<file path="src/rtl/usart_rx_gen.sv">
// Parametrised asynchronous serial receiver: 2-flop synchroniser, mid-bit sampling FSM,
// parity/framing/overrun reporting and a small output FIFO with valid/ready handshake.
module usart_rx_gen #(
  parameter int CLK_FREQ   = 100000000,
  parameter int BAUD_RATE  = 115200,
  parameter int DATA_BIT   = 8,
  parameter int PARITY     = 0,
  parameter int STOP_BIT   = 1,
  parameter int FIFO_DEPTH = 4
) (
  input  logic                clk,
  input  logic                reset,
  input  logic                rx,
  output logic [DATA_BIT-1:0] data,
  output logic                valid,
  input  logic                ready,
  output logic                parity_err,
  output logic                frame_err,
  output logic                overrun,
  output logic                busy
);

  localparam int CLKS_PER_BIT = CLK_FREQ / BAUD_RATE;
  localparam int HALF_BIT     = CLKS_PER_BIT / 2;
  localparam int CW           = $clog2(CLKS_PER_BIT + 1);
  localparam int BW           = $clog2(DATA_BIT + 1);
  localparam int AW           = $clog2(FIFO_DEPTH);
  localparam int NW           = $clog2(FIFO_DEPTH + 1);
  localparam int EW           = DATA_BIT + 2;

  typedef enum logic [2:0] {S_IDLE, S_START, S_DATA, S_PARITY, S_STOP, S_BREAK} state_t;

  logic                rx_meta_reg, rs_reg;
  state_t              state_reg, state_next;
  logic [CW-1:0]       clk_cnt_reg, clk_cnt_next;
  logic [BW-1:0]       bit_cnt_reg, bit_cnt_next;
  logic [DATA_BIT-1:0] shift_reg, shift_next;
  logic                par_err_reg, par_err_next;
  logic                frm_err_reg, frm_err_next;
  logic                push_reg, push_next;
  logic [EW-1:0]       push_word_reg, push_word_next;
  logic                bit_tick;

  // Synchroniser loads idle level on reset so reset never looks like a start bit.
  always_ff @(posedge clk) begin
    if (reset) begin
      rx_meta_reg <= 1'b1;
      rs_reg      <= 1'b1;
    end else begin
      rx_meta_reg <= rx;
      rs_reg      <= rx_meta_reg;
    end
  end

  assign bit_tick = (clk_cnt_reg == CW'(CLKS_PER_BIT - 1));

  always_comb begin
    state_next     = state_reg;
    clk_cnt_next   = clk_cnt_reg + CW'(1);
    bit_cnt_next   = bit_cnt_reg;
    shift_next     = shift_reg;
    par_err_next   = par_err_reg;
    frm_err_next   = frm_err_reg;
    push_next      = 1'b0;
    push_word_next = push_word_reg;
    case (state_reg)
      S_IDLE: begin
        clk_cnt_next = '0;
        bit_cnt_next = '0;
        if (!rs_reg) begin
          state_next   = S_START;
          par_err_next = 1'b0;
          frm_err_next = 1'b0;
        end
      end
      S_START: begin
        if (clk_cnt_reg == CW'(HALF_BIT - 1)) begin
          clk_cnt_next = '0;
          state_next   = rs_reg ? S_IDLE : S_DATA;
        end
      end
      S_DATA: begin
        if (bit_tick) begin
          clk_cnt_next = '0;
          shift_next   = {rs_reg, shift_reg[DATA_BIT-1:1]};
          if (bit_cnt_reg == BW'(DATA_BIT - 1)) begin
            bit_cnt_next = '0;
            state_next   = (PARITY != 0) ? S_PARITY : S_STOP;
          end else begin
            bit_cnt_next = bit_cnt_reg + BW'(1);
          end
        end
      end
      S_PARITY: begin
        if (bit_tick) begin
          clk_cnt_next = '0;
          par_err_next = (PARITY == 1) ? ~(^shift_reg ^ rs_reg) : (^shift_reg ^ rs_reg);
          state_next   = S_STOP;
        end
      end
      S_STOP: begin
        if (bit_tick) begin
          clk_cnt_next = '0;
          frm_err_next = frm_err_reg | ~rs_reg;
          if (bit_cnt_reg == BW'(STOP_BIT - 1)) begin
            bit_cnt_next   = '0;
            push_next      = 1'b1;
            push_word_next = {par_err_reg, frm_err_reg | ~rs_reg, shift_reg};
            // A high final stop bit returns to IDLE at once so a back-to-back start is caught.
            state_next     = rs_reg ? S_IDLE : S_BREAK;
          end else begin
            bit_cnt_next = bit_cnt_reg + BW'(1);
          end
        end
      end
      S_BREAK: begin
        clk_cnt_next = '0;
        if (rs_reg) state_next = S_IDLE;
      end
      default: state_next = S_IDLE;
    endcase
  end

  always_ff @(posedge clk) begin
    if (reset) begin
      state_reg     <= S_IDLE;
      clk_cnt_reg   <= '0;
      bit_cnt_reg   <= '0;
      shift_reg     <= '0;
      par_err_reg   <= 1'b0;
      frm_err_reg   <= 1'b0;
      push_reg      <= 1'b0;
      push_word_reg <= '0;
    end else begin
      state_reg     <= state_next;
      clk_cnt_reg   <= clk_cnt_next;
      bit_cnt_reg   <= bit_cnt_next;
      shift_reg     <= shift_next;
      par_err_reg   <= par_err_next;
      frm_err_reg   <= frm_err_next;
      push_reg      <= push_next;
      push_word_reg <= push_word_next;
    end
  end

  // Output FIFO: storage is tiny, so the head is read combinationally to be valid with 'valid'.
  logic [EW-1:0] mem [FIFO_DEPTH];
  logic [AW-1:0] wr_ptr_reg, rd_ptr_reg;
  logic [NW-1:0] count_reg;
  logic          pop, full, wr_en;
  logic [EW-1:0] head;

  assign valid = (count_reg != '0);
  assign full  = (count_reg == NW'(FIFO_DEPTH));
  assign pop   = valid && ready;
  assign wr_en = push_reg && (!full || pop);

  always_ff @(posedge clk) begin
    if (wr_en) mem[wr_ptr_reg] <= push_word_reg;
  end

  always_ff @(posedge clk) begin
    if (reset) begin
      wr_ptr_reg <= '0;
      rd_ptr_reg <= '0;
      count_reg  <= '0;
    end else begin
      if (wr_en) wr_ptr_reg <= wr_ptr_reg + AW'(1);
      if (pop)   rd_ptr_reg <= rd_ptr_reg + AW'(1);
      case ({wr_en, pop})
        2'b10:   count_reg <= count_reg + NW'(1);
        2'b01:   count_reg <= count_reg - NW'(1);
        default: count_reg <= count_reg;
      endcase
    end
  end

  assign head       = mem[rd_ptr_reg];
  assign data       = valid ? head[DATA_BIT-1:0] : '0;
  assign frame_err  = valid ? head[DATA_BIT]     : 1'b0;
  assign parity_err = valid ? head[DATA_BIT+1]   : 1'b0;
  assign overrun    = push_reg && full && !pop;
  assign busy       = (state_reg != S_IDLE);

endmodule

</file>
<file path="config.mk">
export PLATFORM = sky130hd
export DESIGN_NAME = usart_rx_gen
export DESIGN_NICKNAME = d
export VERILOG_FILES = /design/src/rtl/usart_rx_gen.sv
export SDC_FILE = /design/constraint.sdc
export NUM_CORES = 1
export LEC_CHECK = 0
export ABC_AREA = 1
export BUFFER_PORTS_ARGS = -buffer_cell sky130_fd_sc_hd__buf_2
export CAP_MARGIN = 5
export CELL_PAD_IN_SITES_DETAIL_PLACEMENT = 2
export CELL_PAD_IN_SITES_GLOBAL_PLACEMENT = 2
export CORE_UTILIZATION = 40
export DETAILED_ROUTE_END_ITERATION = 8
export PLACE_DENSITY = 0.81
export SYNTH_ARGS = -nofsm -noshare
export SYNTH_HDL_FRONTEND = slang
export SYNTH_SLANG_ARGS = --single-unit
export TNS_END_PERCENT = 5
</file>
<file path="constraint.sdc">
create_clock -name clk -period 3.5 [get_ports clk]
set_input_delay 0.7 -clock clk [delete_from_list [all_inputs] [get_ports clk]]
set_output_delay 0.7 -clock clk [all_outputs]
set_load 0.01 [all_outputs]
</file>
Word-level counts from Yosys, hierarchy flattened
Memories as Yosys holds them, arrays and structs flattened. A register that Yosys moved wholly into a read port is not among the register bits. Index checks and enable logic that the tools add are counted.

Memory bits (writable): 40. Output and inout bits: 13. Memories kept: 1. Bits in registers: 47. Logic and storage cells: 102.

Bitwise gates (word level): 5. Multiplexer cells: 33. Reductions and logical operators: 25. Add/sub/neg operators: 6. Equality and inequality tests: 19.

Memory list: mem (words 4, bits a word 10, read ports 1, clocked after Yosys merged registers in 1, wr ports 1, RTL line 147) `logic [EW-1:0] mem [FIFO_DEPTH];`.

Operators with widths (number): case mux 10 bit (3 select lines) (1); two-way mux 3 bit (9); two-way mux 10 bit (2); case mux 3 bit (6 select lines) (1); two-way mux 4 bit (4); inequality test 2 bit (second input constant) (8); case mux 4 bit (3 select lines) (1); AND reduction 3 bit (4); adder 10 x 1 -> 10 bit (second input constant) (1); == test 10 bit (second input constant) (1); == test 10 x 9 -> 1 bit (second input constant) (1); == test 3 bit (second input constant) (3); nonzero test 3 bit (3); two-way mux 1 bit (8); two-way mux 8 bit (1); AND reduction 8 bit (1); XOR reduction 8 bit (1); == test 3 x 2 -> 1 bit (second input constant) (2); two-way mux 2 bit (3); case mux 3 bit (2 select lines) (1); nonzero test 2 bit (3); OR reduction 3 bit (2); adder 2 x 1 -> 2 bit (second input constant) (2); adder 4 x 1 -> 4 bit (second input constant) (1); other kinds (17) (24).

Depth between registers and ports, before layout
Depth in word-level cells: 6. Gate-level depth with buffers: 11.

Worst setup path after synthesis
OpenSTA, ideal clock, no wires.

Path kind: input -> register. From: input ready. To: memory mem[0][0] (netlist bit), enable pin. Buffers on the path: 0. Path slack: 1.711 ns. Data required time: 3.124 ns. Library setup time: 0.376 ns. Cell stages on the path: 4. Arrival: 1.413 ns. Cells stage by stage: nor2_1 > nand2_1 > nand2_1 > nor2_1.

Word-level cells in the longest chain between the ends: 5.

RTL lines: start, declared (RTL line 16) `input logic ready,`; logical AND 1 bit (RTL line 155) `assign pop = valid && ready;`; logical OR 1 bit (RTL line 156) `assign wr_en = push_reg && (!full || pop);`; logical AND 1 bit (RTL line 156); two-way mux 1 bit (RTL line 159) `if (wr_en) mem[wr_ptr_reg] <= push_word_reg;`; two-way mux 1 bit (not written as such) (RTL line 159); end, declared (RTL line 147).

Every way passes these cells.

==> flow_summary_export.csv <==
group,metric,value,unit
worst_setup_path,slowest_delay,870,ps
synth,synth_cell_types,30,
worst_setup_path,r2r-start,"clk_cnt_reg[0]",
die,dieArea,10200,um^2
synth,yosys_warnings,0,
sta,drv_slew,0,
sta,fin_ws,413,ps
job,drv_cap,0,
sta,rsz0062_at_grt,"no",
finish,drive_gt1_share,11.9,%
die,die_h,101,um
synth,synthCells,449,
clocking,clock_latency,370,ps
global_route,grt_overflow_total,0,
power_and_ir_drop,finalPower,0.00301,W
route,drtIter0Drc,75,
worst_hold_path,whs_path_depth,1,
clocking,cts.htree.levels,3,
worst_setup_path,critical_path_cell_count,4,
finish,final_nets,480,
place,dp_hpwl,7.48,mm
status,status,"finished, final reports clean",
die,num_io_pins,17,
worst_hold_path,min_from,"rx_meta_reg",
worst_setup_path,crit_type,"register to primary output",
global_route,grt_pass1_vias,3354,
route,drcViolationCount,0,
global_route,grt_pass1_wl,17.9,mm
sta,finalHoldViolations,0,
worst_setup_path,critPathTopFamily,"flip-flops",
sta,final.setup_skew,12.1,ps
synth,avgSynthCellArea,8.74,um^2
route,wl_met2,5.59,mm
die,row_count,35,
clocking,cts_sinks,89,
sta,setup_tns,0,ps
clocking,cts_tree,"yes",
global_route,grt_max_degree,22,
clocking,cts-resized-gates,0,
route,drt.antenna.violating_nets,0,
sta,fin_crit_sh,88.2,%
worst_setup_path,worstPathCellList,"inv_1, o21ai_0, a21oi_1, buf_2",
worst_setup_path,crit_slowest_cell,"dfxtp_1",
clocking,cts_hold_buffers,0,
worst_setup_path,crit_fanout,21,
route,routed-wl-met3,157,um
route,drt_wl_total,11.0,mm
route,viasPerCell,5.08,
power_and_ir_drop,irDropWorstVdd,0.321,mV
route,drt-wirelength-per-cell,18.2,um
worst_setup_path,crit_buf_inv,2,
route,dr.pass1.iters,4,
place,dp_slack,937,ps
worst_hold_path,hold_class,"register to register",
sta,slew_headroom,32.1,%
sta,max_freq,324,MHz
worst_setup_path,rr_worst_depth,7,
die,initial_utilization,41.9,%
finish,stdcell_area,4360,um^2
place,io_buffers,16,
clocking,cts_buffers,9,
sta,period_minus_slack,3090,ps
finish,fin_util,46.5,%
power_and_ir_drop,power.density,691,nW/um^2
clocking,cts-root-buf,"clkbuf_8",
synth,syn_nets,462,
worst_setup_path,required,2800,ps
sta,worstMarginPinSlew,1010,ps
finish,antenna_cells,0,
power_and_ir_drop,leakagePower,1.63,nW
clocking,clkSlewWorstSetupHoldPaths,100,ps
finish,final_cell_mix,"nor2_1, nand2_1, inv_1, dfxtp_1, o21ai_0",
route,route.layer.met1.wl,5.00,mm
worst_setup_path,worstPathArrival,2390,ps
synth,synth-seq-area-share,55.6,%
route,top_layer,"met4",
die,die_w,101,um
route,vias,3053,
place,gp_congestion,0.789,
sta,finalSetupViolCount,0,
worst_setup_path,start_kind,"register",
place,place_area,4130,um^2
clocking,cts_max_path_buffers,2,
clocking,cts_setup_buffers,0,
finish,synthToLayoutAreaGrowth,11.0,%
worst_setup_path,crit_path_end_kind,"primary output",
die,coreArea,9370,um^2
finish,layout.cells.most_common,"nor2_1",
global_route,antenna_found_initial,0,
finish,largest_reg_flops,40,
worst_setup_path,rrSetupSlack,1320,ps
synth,syn_area,3930,um^2
synth,ys_ff_latch,89,
global_route,grt_usage,23.6,%
## synth_stat cells
| library cell | n | share of area (%) |
|---|---|---|
| xor2_1 | 7 | 1.6 |
| o21ai_2 | 1 | 0.22 |
| edfxtp_1 | 40 | 31 |
| xnor2_1 | 1 | 0.22 |
| buf_2 | 1 | 0.13 |
| nand3_1 | 16 | 2.0 |
| inv_2 | 6 | 0.57 |
| o21ai_1 | 9 | 1.1 |
| nand4_1 | 6 | 0.96 |
| nor2_1 | 82 | 7.8 |
| nor3_2 | 3 | 0.77 |
| inv_1 | 49 | 4.7 |
| nor2_8 | 1 | 0.51 |
| nand2_2 | 4 | 0.64 |
| a21oi_1 | 43 | 5.5 |
| nor3_1 | 3 | 0.38 |
| ha_1 | 8 | 2.6 |
| nor2_4 | 2 | 0.57 |
| or2_2 | 2 | 0.32 |
| nand3_4 | 1 | 0.45 |
| fa_1 | 1 | 0.51 |
| nand2_1 | 54 | 5.2 |
| nand2_4 | 1 | 0.29 |
| nor2_2 | 3 | 0.48 |
| o21ai_0 | 44 | 5.6 |
| dfxtp_1 | 49 | 25 |
| buf_4 | 1 | 0.19 |
| nor4_1 | 1 | 0.16 |
| clkinv_1 | 2 | 0.19 |
| clkbuf_1 | 8 | 0.77 |
## per-stage QoR
step	cells	hold WS [ps]
global route	601	449
detailed placement	585	403
CTS	601	430
global placement	585	395
floorplan	449	389
finish	601	423
## worst paths after layout
kind | to
worst min register to register | rs_reg
worst min-delay path | rs_reg
worst max register to register | push_word_reg[0]
worst max-delay path | data[4]
## report_power, final
group | internal, W | switching, W | leakage [nW]
clock network | 0.000409 | 0.000407 | 0.109
logic | 0.000308 | 0.000651 | 0.844
registers | 0.00114 | 0.0000954 | 0.673
total | 0.00186 | 0.00115 | 1.63
## worst register-to-register path, cell delays in order, from the launching register on
cell     delay, ps
dfxtp_1        400
ha_1           220
nand3_1        150
nor2_2         200
nand2_1        150
nor3_2         590
o21ai_0        200
a21oi_1        190
## layer usage
layer | vias to the layer above | GRT usage, %
li1 | 1507 | -
met1 | 1502 | 29.3
met2 | 29 | 41.6
met3 | 15 | 2.77
met4 | 0 | 9.48
met5 | - | 0
## kinds of logic after synthesis
group                      count (synthesis)  synth area share (%)
and+or+nand+nor                          179                  20.6
AOI/OAI and AO/OA                         97                  12.5
DFF                                       89                  55.6
buffers and inverters                     67                  6.54
adders and majority gates                  9                  3.06
xor gates and xnor gates                   8                  1.79
## final cells by class
type	instances	area [um^2]
fillers	1065	5020
clock inverters	7	100
multi-input cells	293	1490
inverters	57	214
flip-flops and latches	89	2180
well taps	129	161
clock buffers	9	124
repair buffers	17	87.6
(Power assumes the default switching activity.)
